## src/rtl/branch_target_predictor_if.sv

```systemverilog
// Interface between the pipeline and the branch target predictor.
//   Fetch side : PCF in; PredTakenF / PredPCF out.
//   Execute side: ValidE, BranchE, PCE, PCTargetE, PCSrcE, PredTakenE, PredPCE in;
//                 MispredictE, FlushD, FlushE, CorrectPCE out.
// Modports: master = pipeline (drives lookup PC and resolution), slave = predictor.
interface branch_target_predictor_if;
    logic [31:0] PCF;
    logic        PredTakenF;
    logic [31:0] PredPCF;
    logic        ValidE;
    logic        BranchE;
    logic [31:0] PCE;
    logic [31:0] PCTargetE;
    logic        PCSrcE;
    logic        PredTakenE;
    logic [31:0] PredPCE;
    logic        MispredictE;
    logic        FlushD;
    logic        FlushE;
    logic [31:0] CorrectPCE;

    modport master (
        output PCF, ValidE, BranchE, PCE, PCTargetE, PCSrcE, PredTakenE, PredPCE,
        input  PredTakenF, PredPCF, MispredictE, FlushD, FlushE, CorrectPCE
    );

    modport slave (
        input  PCF, ValidE, BranchE, PCE, PCTargetE, PCSrcE, PredTakenE, PredPCE,
        output PredTakenF, PredPCF, MispredictE, FlushD, FlushE, CorrectPCE
    );
endinterface

```

## src/rtl/branch_target_predictor.sv

```systemverilog
// Direct-mapped branch history table + branch target buffer.
// Fetch-stage lookup is combinational on PCF; training happens at the rising
// edge from the resolved E-stage branch. Mispredict detection and the corrected
// fetch PC are produced combinationally from the E-stage inputs.
// Ports:
//   clk   - clock
//   rst_n - asynchronous active-low reset
//   bp    - branch_target_predictor_if.slave (lookup, resolution, flush/redirect)
// Optional feature: define BP_TAG_EN to store and compare TAG_W-bit BTB tags,
// so aliasing PCs miss and a tag-mismatching update reloads the counter.
module branch_target_predictor #(
    parameter int unsigned ENTRIES = 64,
    parameter int unsigned CNT_W   = 2,
    parameter int unsigned TAG_W   = 8
) (
    input  logic                        clk,
    input  logic                        rst_n,
    branch_target_predictor_if.slave    bp
);
    localparam int unsigned IDX_W = $clog2(ENTRIES);

    localparam logic [CNT_W-1:0] CntWnt = {1'b0, {(CNT_W-1){1'b1}}};
    localparam logic [CNT_W-1:0] CntWt  = {1'b1, {(CNT_W-1){1'b0}}};
    localparam logic [CNT_W-1:0] CntMax = {CNT_W{1'b1}};
    localparam logic [CNT_W-1:0] CntMin = {CNT_W{1'b0}};

    logic [CNT_W-1:0] cnt_q    [ENTRIES];
    logic             valid_q  [ENTRIES];
    logic [31:0]      target_q [ENTRIES];

    logic [IDX_W-1:0] idx_f;
    logic [IDX_W-1:0] idx_e;
    logic             hit_f;
    logic             tag_miss_e;
    logic             upd_e;
    logic [CNT_W-1:0] cnt_e;
    logic [CNT_W-1:0] cnt_d;
    logic             pred_taken_f;
    logic             mispredict_e;

    assign idx_f = bp.PCF[IDX_W+1:2];
    assign idx_e = bp.PCE[IDX_W+1:2];
    assign upd_e = bp.ValidE & bp.BranchE;

`ifdef BP_TAG_EN
    logic [TAG_W-1:0] tag_q [ENTRIES];
    logic [TAG_W-1:0] tag_f;
    logic [TAG_W-1:0] tag_e;

    assign tag_f      = bp.PCF[IDX_W+2+:TAG_W];
    assign tag_e      = bp.PCE[IDX_W+2+:TAG_W];
    assign hit_f      = valid_q[idx_f] & (tag_q[idx_f] == tag_f);
    assign tag_miss_e = (tag_q[idx_e] != tag_e);
`else
    assign hit_f      = valid_q[idx_f];
    assign tag_miss_e = 1'b0;
`endif

    // Lookup reads the registered tables, so a same-cycle update to the same
    // index is only visible on the following cycle.
    assign pred_taken_f  = hit_f & cnt_q[idx_f][CNT_W-1];
    assign bp.PredTakenF = pred_taken_f;
    assign bp.PredPCF    = pred_taken_f ? target_q[idx_f] : (bp.PCF + 32'd4);

    assign cnt_e = cnt_q[idx_e];

    always_comb begin
        cnt_d = cnt_e;
        if (tag_miss_e) begin
            // A different branch now owns this slot: restart from a weak state.
            cnt_d = bp.PCSrcE ? CntWt : CntWnt;
        end else if (bp.PCSrcE) begin
            cnt_d = (cnt_e == CntMax) ? cnt_e : cnt_e + CNT_W'(1);
        end else begin
            cnt_d = (cnt_e == CntMin) ? cnt_e : cnt_e - CNT_W'(1);
        end
    end

    // A taken branch with the right direction but a stale target still
    // redirects fetch. Forced low while in reset.
    assign mispredict_e = rst_n & upd_e &
                          ((bp.PredTakenE != bp.PCSrcE) |
                           (bp.PredTakenE & bp.PCSrcE & (bp.PredPCE != bp.PCTargetE)));

    assign bp.MispredictE = mispredict_e;
    assign bp.FlushD      = mispredict_e;
    assign bp.FlushE      = mispredict_e;
    assign bp.CorrectPCE  = bp.PCSrcE ? bp.PCTargetE : (bp.PCE + 32'd4);

    always_ff @(posedge clk or negedge rst_n) begin
        if (!rst_n) begin
            for (int i = 0; i < int'(ENTRIES); i++) begin
                cnt_q[i]    <= CntWnt;
                valid_q[i]  <= 1'b0;
                target_q[i] <= 32'd0;
`ifdef BP_TAG_EN
                tag_q[i]    <= '0;
`endif
            end
        end else if (upd_e) begin
            cnt_q[idx_e] <= cnt_d;
            if (bp.PCSrcE) begin
                valid_q[idx_e]  <= 1'b1;
                target_q[idx_e] <= bp.PCTargetE;
`ifdef BP_TAG_EN
                tag_q[idx_e]    <= tag_e;
`endif
            end
        end
    end
endmodule

```

## src/flat_wrapper.sv

```systemverilog
// flat-port wrapper written by rule: the top's interface ports become plain ports
module branch_target_predictor_flat 
#(
    parameter int unsigned ENTRIES = 64,
    parameter int unsigned CNT_W   = 2,
    parameter int unsigned TAG_W   = 8
)
  (clk, rst_n, bp_PCF, bp_ValidE, bp_BranchE, bp_PCE, bp_PCTargetE, bp_PCSrcE, bp_PredTakenE, bp_PredPCE, bp_PredTakenF, bp_PredPCF, bp_MispredictE, bp_FlushD, bp_FlushE, bp_CorrectPCE);
  branch_target_predictor_if bp_i ();
  input  logic clk;
  input  logic rst_n;
  input wire logic [$bits(bp_i.PCF)-1:0] bp_PCF;
  input wire logic [$bits(bp_i.ValidE)-1:0] bp_ValidE;
  input wire logic [$bits(bp_i.BranchE)-1:0] bp_BranchE;
  input wire logic [$bits(bp_i.PCE)-1:0] bp_PCE;
  input wire logic [$bits(bp_i.PCTargetE)-1:0] bp_PCTargetE;
  input wire logic [$bits(bp_i.PCSrcE)-1:0] bp_PCSrcE;
  input wire logic [$bits(bp_i.PredTakenE)-1:0] bp_PredTakenE;
  input wire logic [$bits(bp_i.PredPCE)-1:0] bp_PredPCE;
  output wire logic [$bits(bp_i.PredTakenF)-1:0] bp_PredTakenF;
  output wire logic [$bits(bp_i.PredPCF)-1:0] bp_PredPCF;
  output wire logic [$bits(bp_i.MispredictE)-1:0] bp_MispredictE;
  output wire logic [$bits(bp_i.FlushD)-1:0] bp_FlushD;
  output wire logic [$bits(bp_i.FlushE)-1:0] bp_FlushE;
  output wire logic [$bits(bp_i.CorrectPCE)-1:0] bp_CorrectPCE;
  assign bp_i.PCF = bp_PCF;
  assign bp_i.ValidE = bp_ValidE;
  assign bp_i.BranchE = bp_BranchE;
  assign bp_i.PCE = bp_PCE;
  assign bp_i.PCTargetE = bp_PCTargetE;
  assign bp_i.PCSrcE = bp_PCSrcE;
  assign bp_i.PredTakenE = bp_PredTakenE;
  assign bp_i.PredPCE = bp_PredPCE;
  assign bp_PredTakenF = bp_i.PredTakenF;
  assign bp_PredPCF = bp_i.PredPCF;
  assign bp_MispredictE = bp_i.MispredictE;
  assign bp_FlushD = bp_i.FlushD;
  assign bp_FlushE = bp_i.FlushE;
  assign bp_CorrectPCE = bp_i.CorrectPCE;
  branch_target_predictor #(.ENTRIES(ENTRIES), .CNT_W(CNT_W), .TAG_W(TAG_W)) u_core (.clk(clk), .rst_n(rst_n), .bp(bp_i));
endmodule
```

## config.mk

```make
export PLATFORM = sky130hd
export DESIGN_NAME = branch_target_predictor_flat
export DESIGN_NICKNAME = d
export VERILOG_FILES = /design/src/rtl/branch_target_predictor_if.sv /design/src/rtl/branch_target_predictor.sv /design/src/flat_wrapper.sv
export SDC_FILE = /design/constraint.sdc
export NUM_CORES = 2
export LEC_CHECK = 0
export ABC_AREA = 1
export BUFFER_PORTS_ARGS = -buffer_cell sky130_fd_sc_hd__buf_2
export CAP_MARGIN = 10
export CORE_MARGIN = 3
export CORE_UTILIZATION = 36
export DETAILED_ROUTE_END_ITERATION = 10
export PLACE_DENSITY_LB_ADDON = 0.08
export REMOVE_ABC_BUFFERS = 1
export SLEW_MARGIN = 25
export SYNTH_ARGS = -nofsm -noshare
export SYNTH_HDL_FRONTEND = slang
export SYNTH_SLANG_ARGS = --single-unit
```

## constraint.sdc

```tcl
create_clock -name clk -period 2.55 [get_ports clk]
set_input_delay 0.1275 -clock clk [delete_from_list [all_inputs] [get_ports clk]]
set_output_delay 0.1275 -clock clk [all_outputs]
set_load 0.1 [all_outputs]
```

==> qor.yml <==
final_layout:
  layout-drive-gt1-share: 0.135
  finalInstanceArea_um2: 126000
  final_common_cell: "nand2_1"
  finalCoreUtilization: 0.439
  area_delta_synth_final_pct: 21.0
  instances_no_fill: 17100
  nFillCells: 28700
  layout_common_cells: "3,356 x nand2_1, 3,047 x o21ai_0, 2,174 x dfrtp_1"
  nets: 13300
min_path:
  holdCritPathClass: "input port to register"
  min_path_cells: 7
  hold_end: "u_core.cnt_q[114]"
  hp-start: "bp_PCE[5]"
global_route:
  grt_max_degree: 136
  grtUsageMet1: 0.405
  grt_pass1_wl_mm: 633
  antenna_found_initial: 17
  grt_use_met3: 0.0320
  grt_pass1_vias: 91600
  top_usage_layer: "met2"
  grt_overflow: 0
  grt_use_total: 0.285
  grt.met2_usage: 0.450
clock_tree:
  cts_num_sinks: 2240
  cts_tree: "built"
  cts_buffers: 267
  clk_latency_ps: 890
  cts_root_buf: "clkbuf_16"
  path_clk_slew_ps: 60
  clk_path_buf_depth: 4
  htreeDepth: 5
floorplan:
  rows: 196
  die_h_um: 543
  die_area_um2: 295000
  start_util: 0.363
  io_pins: 202
  chipWidth_um: 543
  core_um2: 286000
outcome:
  violations: "negative hold slack, negative setup slack"
  outcome: "finished with violations"
timing:
  finalMaxSlewViolations: 0
  fmax_ghz: 0.325
  rsz0062_at_grt: "yes"
  setup_ws_ps: -531
  hold_viol_final: 1
  setup_violations: 36
  slew_headroom: 0.338
  fin_hold_ws_ps: -24.6
  worstMarginPinSlew_ps: 993
  min_period_over_period: 1.21
  period_minus_slack_ps: 3080
  fin_skew_ps: 34.4
placed_design:
  place_area_um2: 115000
  gp_congestion: 0.875
  port-buffer-count: 201
  dp_hpwl_mm: 271
  dp.cells: 16600
synthesis:
  ys_warn_count: 0
  synthesis.area_um2: 104000
  syn_area_per_cell_um2: 7.99
  synth.distinct_cells: 42
  netlist_instances: 13000
  yosys_register_bits: 2240
  yosysSeqAreaShare: 0.541
routing:
  wl_per_cell_um: 24.8
  wirelength_mm: 426
  detail_route.first_pass.iterations: 6
  vias: 93500
  ant_nets: 0
  via_per_inst: 5.46
  drt-initial-drc-count: 10100
  drc_errors: 0
power:
  ir_worst_vdd_v: 0.000482
  powerDensity_nw_per_um2: 704
  cellLeakagePower_uw: 0.0574
  power_uw: 88400
worst_setup_path:
  cp.arrival_ps: 2950
  timing.rr.start: "u_core.cnt_q[105]"
  required_ps: 2420
  critPathKind: "register to output pin"
  critical_path.endpoint_type: "output pin"
  worstReg2RegEnd: "u_core.cnt_q[3]"
  r2r_slack_ps: 230
  critPathMaxFanout: 9
  rr_worst_depth: 15
  setup.worst_path.start_class: "register"
flow_run:
  max_cap_violations: 0
[kinds of logic after synthesis]
group,share of synthesized area
AOI/OAI and AO/OA,0.189
xor gates and xnor gates,0.00515
adders and majority gates,0.000362
buffers and inverters,0.0567
DFF,0.541
and+or+nand+nor,0.207
[registers in the layout (all words and copies together) (netlist names)]
name and count:
u_core.cnt_q 128, u_core.target_q 2048, u_core.valid_q 64
[power by group]
part / switching [uW] / total [uW] / internal (uW)
Sequential: 953 / 38300 / 37400
Combinational: 7490 / 11200 / 3750
Clock: 15900 / 38900 / 23000
Total: 24400 / 88400 / 64100
[what timing repair did]
action,CTS,global route
setup buffers,8,4
resized for setup,214,55
endpoints found under the hold margin,2643,57
cloned,5,0
hold buffers,40,3
pin swaps,35,14
setup endpoints to repair,33,59
[final cells by class]
type / instances / area (um2) / share of cell area
Clock inverter: 67 / 761 / 0.00606
Inverter: 322 / 1260 / 0.0100
Timing Repair Buffer: 1038 / 11900 / 0.0949
Antenna cell: 23 / 57.6 / 0.000458
Clock buffer: 400 / 8010 / 0.0638
Multi-Input combinational cell: 9283 / 42700 / 0.340
Tap cell: 3762 / 4710 / 0.0375
Sequential cell: 2240 / 56100 / 0.447
[per-stage QoR]
step / TNS [ps] / setup WS, ps / hold WS, ps
floorplan: -1726350 / -8300 / -168
global placement: -12430 / -1090 / 108
detailed placement: -11700 / -1090 / 108
CTS: -22760 / -585 / 18.3
global route: -19990 / -636 / 19.7
finish: -16170 / -531 / -24.6
[Yosys cell counts]
| cell type | count | share of area |
|---|---|---|
| o21ai_0 | 3072 | 0.15 |
| nor3_1 | 18 | 0.00087 |
| o22ai_1 | 185 | 0.011 |
| buf_6 | 2 | 0.00022 |
| a21oi_1 | 82 | 0.0040 |
| o221ai_1 | 25 | 0.0021 |
| o31ai_1 | 4 | 0.00029 |
| ha_1 | 3 | 0.00036 |
| xnor2_1 | 27 | 0.0023 |
| or2_2 | 16 | 0.00096 |
| nor2_1 | 1460 | 0.053 |
| and3_1 | 1 | 0.000060 |
| clkbuf_1 | 817 | 0.030 |
| inv_2 | 20 | 0.00072 |
| nor3_2 | 1 | 0.000096 |
| o21a_1 | 1 | 0.000072 |
| nand2_4 | 4 | 0.00043 |
| buf_2 | 249 | 0.012 |
| nand3b_1 | 1 | 0.000072 |
| nor2_4 | 12 | 0.0013 |
| a31o_2 | 3 | 0.00025 |
| clkinv_4 | 1 | 0.000084 |
| nand2_1 | 3496 | 0.13 |
| dfrtp_1 | 2176 | 0.52 |
| inv_4 | 2 | 0.00012 |
| nand3_1 | 392 | 0.019 |
| nor3_4 | 4 | 0.00063 |
| o21ai_1 | 133 | 0.0064 |
| buf_4 | 21 | 0.0015 |
| a21o_1 | 1 | 0.000072 |
| o211ai_1 | 217 | 0.016 |
| o21bai_1 | 16 | 0.0012 |
| nor4_1 | 1 | 0.000060 |
| dfstp_2 | 64 | 0.016 |
| xor2_1 | 34 | 0.0029 |
| buf_1 | 44 | 0.0016 |
| nand3_4 | 1 | 0.00017 |
| inv_1 | 288 | 0.010 |
| nand4_1 | 42 | 0.0025 |
| nor2_2 | 29 | 0.0017 |
| clkinv_1 | 11 | 0.00040 |
| nand2_2 | 2 | 0.00012 |
[worst max-delay path, stage by stage, from the launching register on]
cell and delay [ps]:
dfrtp_1 430, nand3_1 120, nand2_1 70, nand2_1 60, nand4_1 70, nand3_1 90, nand2_1 60, nor2_2 180
nand2_4 110, nand2_8 160, inv_8 60, buf_12 150, buf_12 130, nand2_8 70, nand2_8 110, buf_12 190
[worst max path at each step]
| stage | start | to | slack, ps |
|---|---|---|---|
| after floorplan | bp_PCF[2] | bp_PredPCF[12] | -8300 |
| after global placement | bp_PCF[2] | bp_PredPCF[11] | -1090 |
| after detailed placement | bp_PCF[2] | bp_PredPCF[11] | -1090 |
| after CTS | u_core.cnt_q[69] | bp_PredPCF[8] | -590 |
| after global routing | u_core.cnt_q[69] | bp_PredPCF[11] | -640 |
| final | u_core.cnt_q[75] | bp_PredPCF[11] | -530 |
[layer usage]
layer | part of all wire | vias up
met3 | 0.055 | 594
met2 | 0.45 | 3139
met1 | 0.45 | 46700
li1 | - | 43100
met4 | 0.038 | 0
met5 | 0 | -
Power figures use the tool's default switching activity.
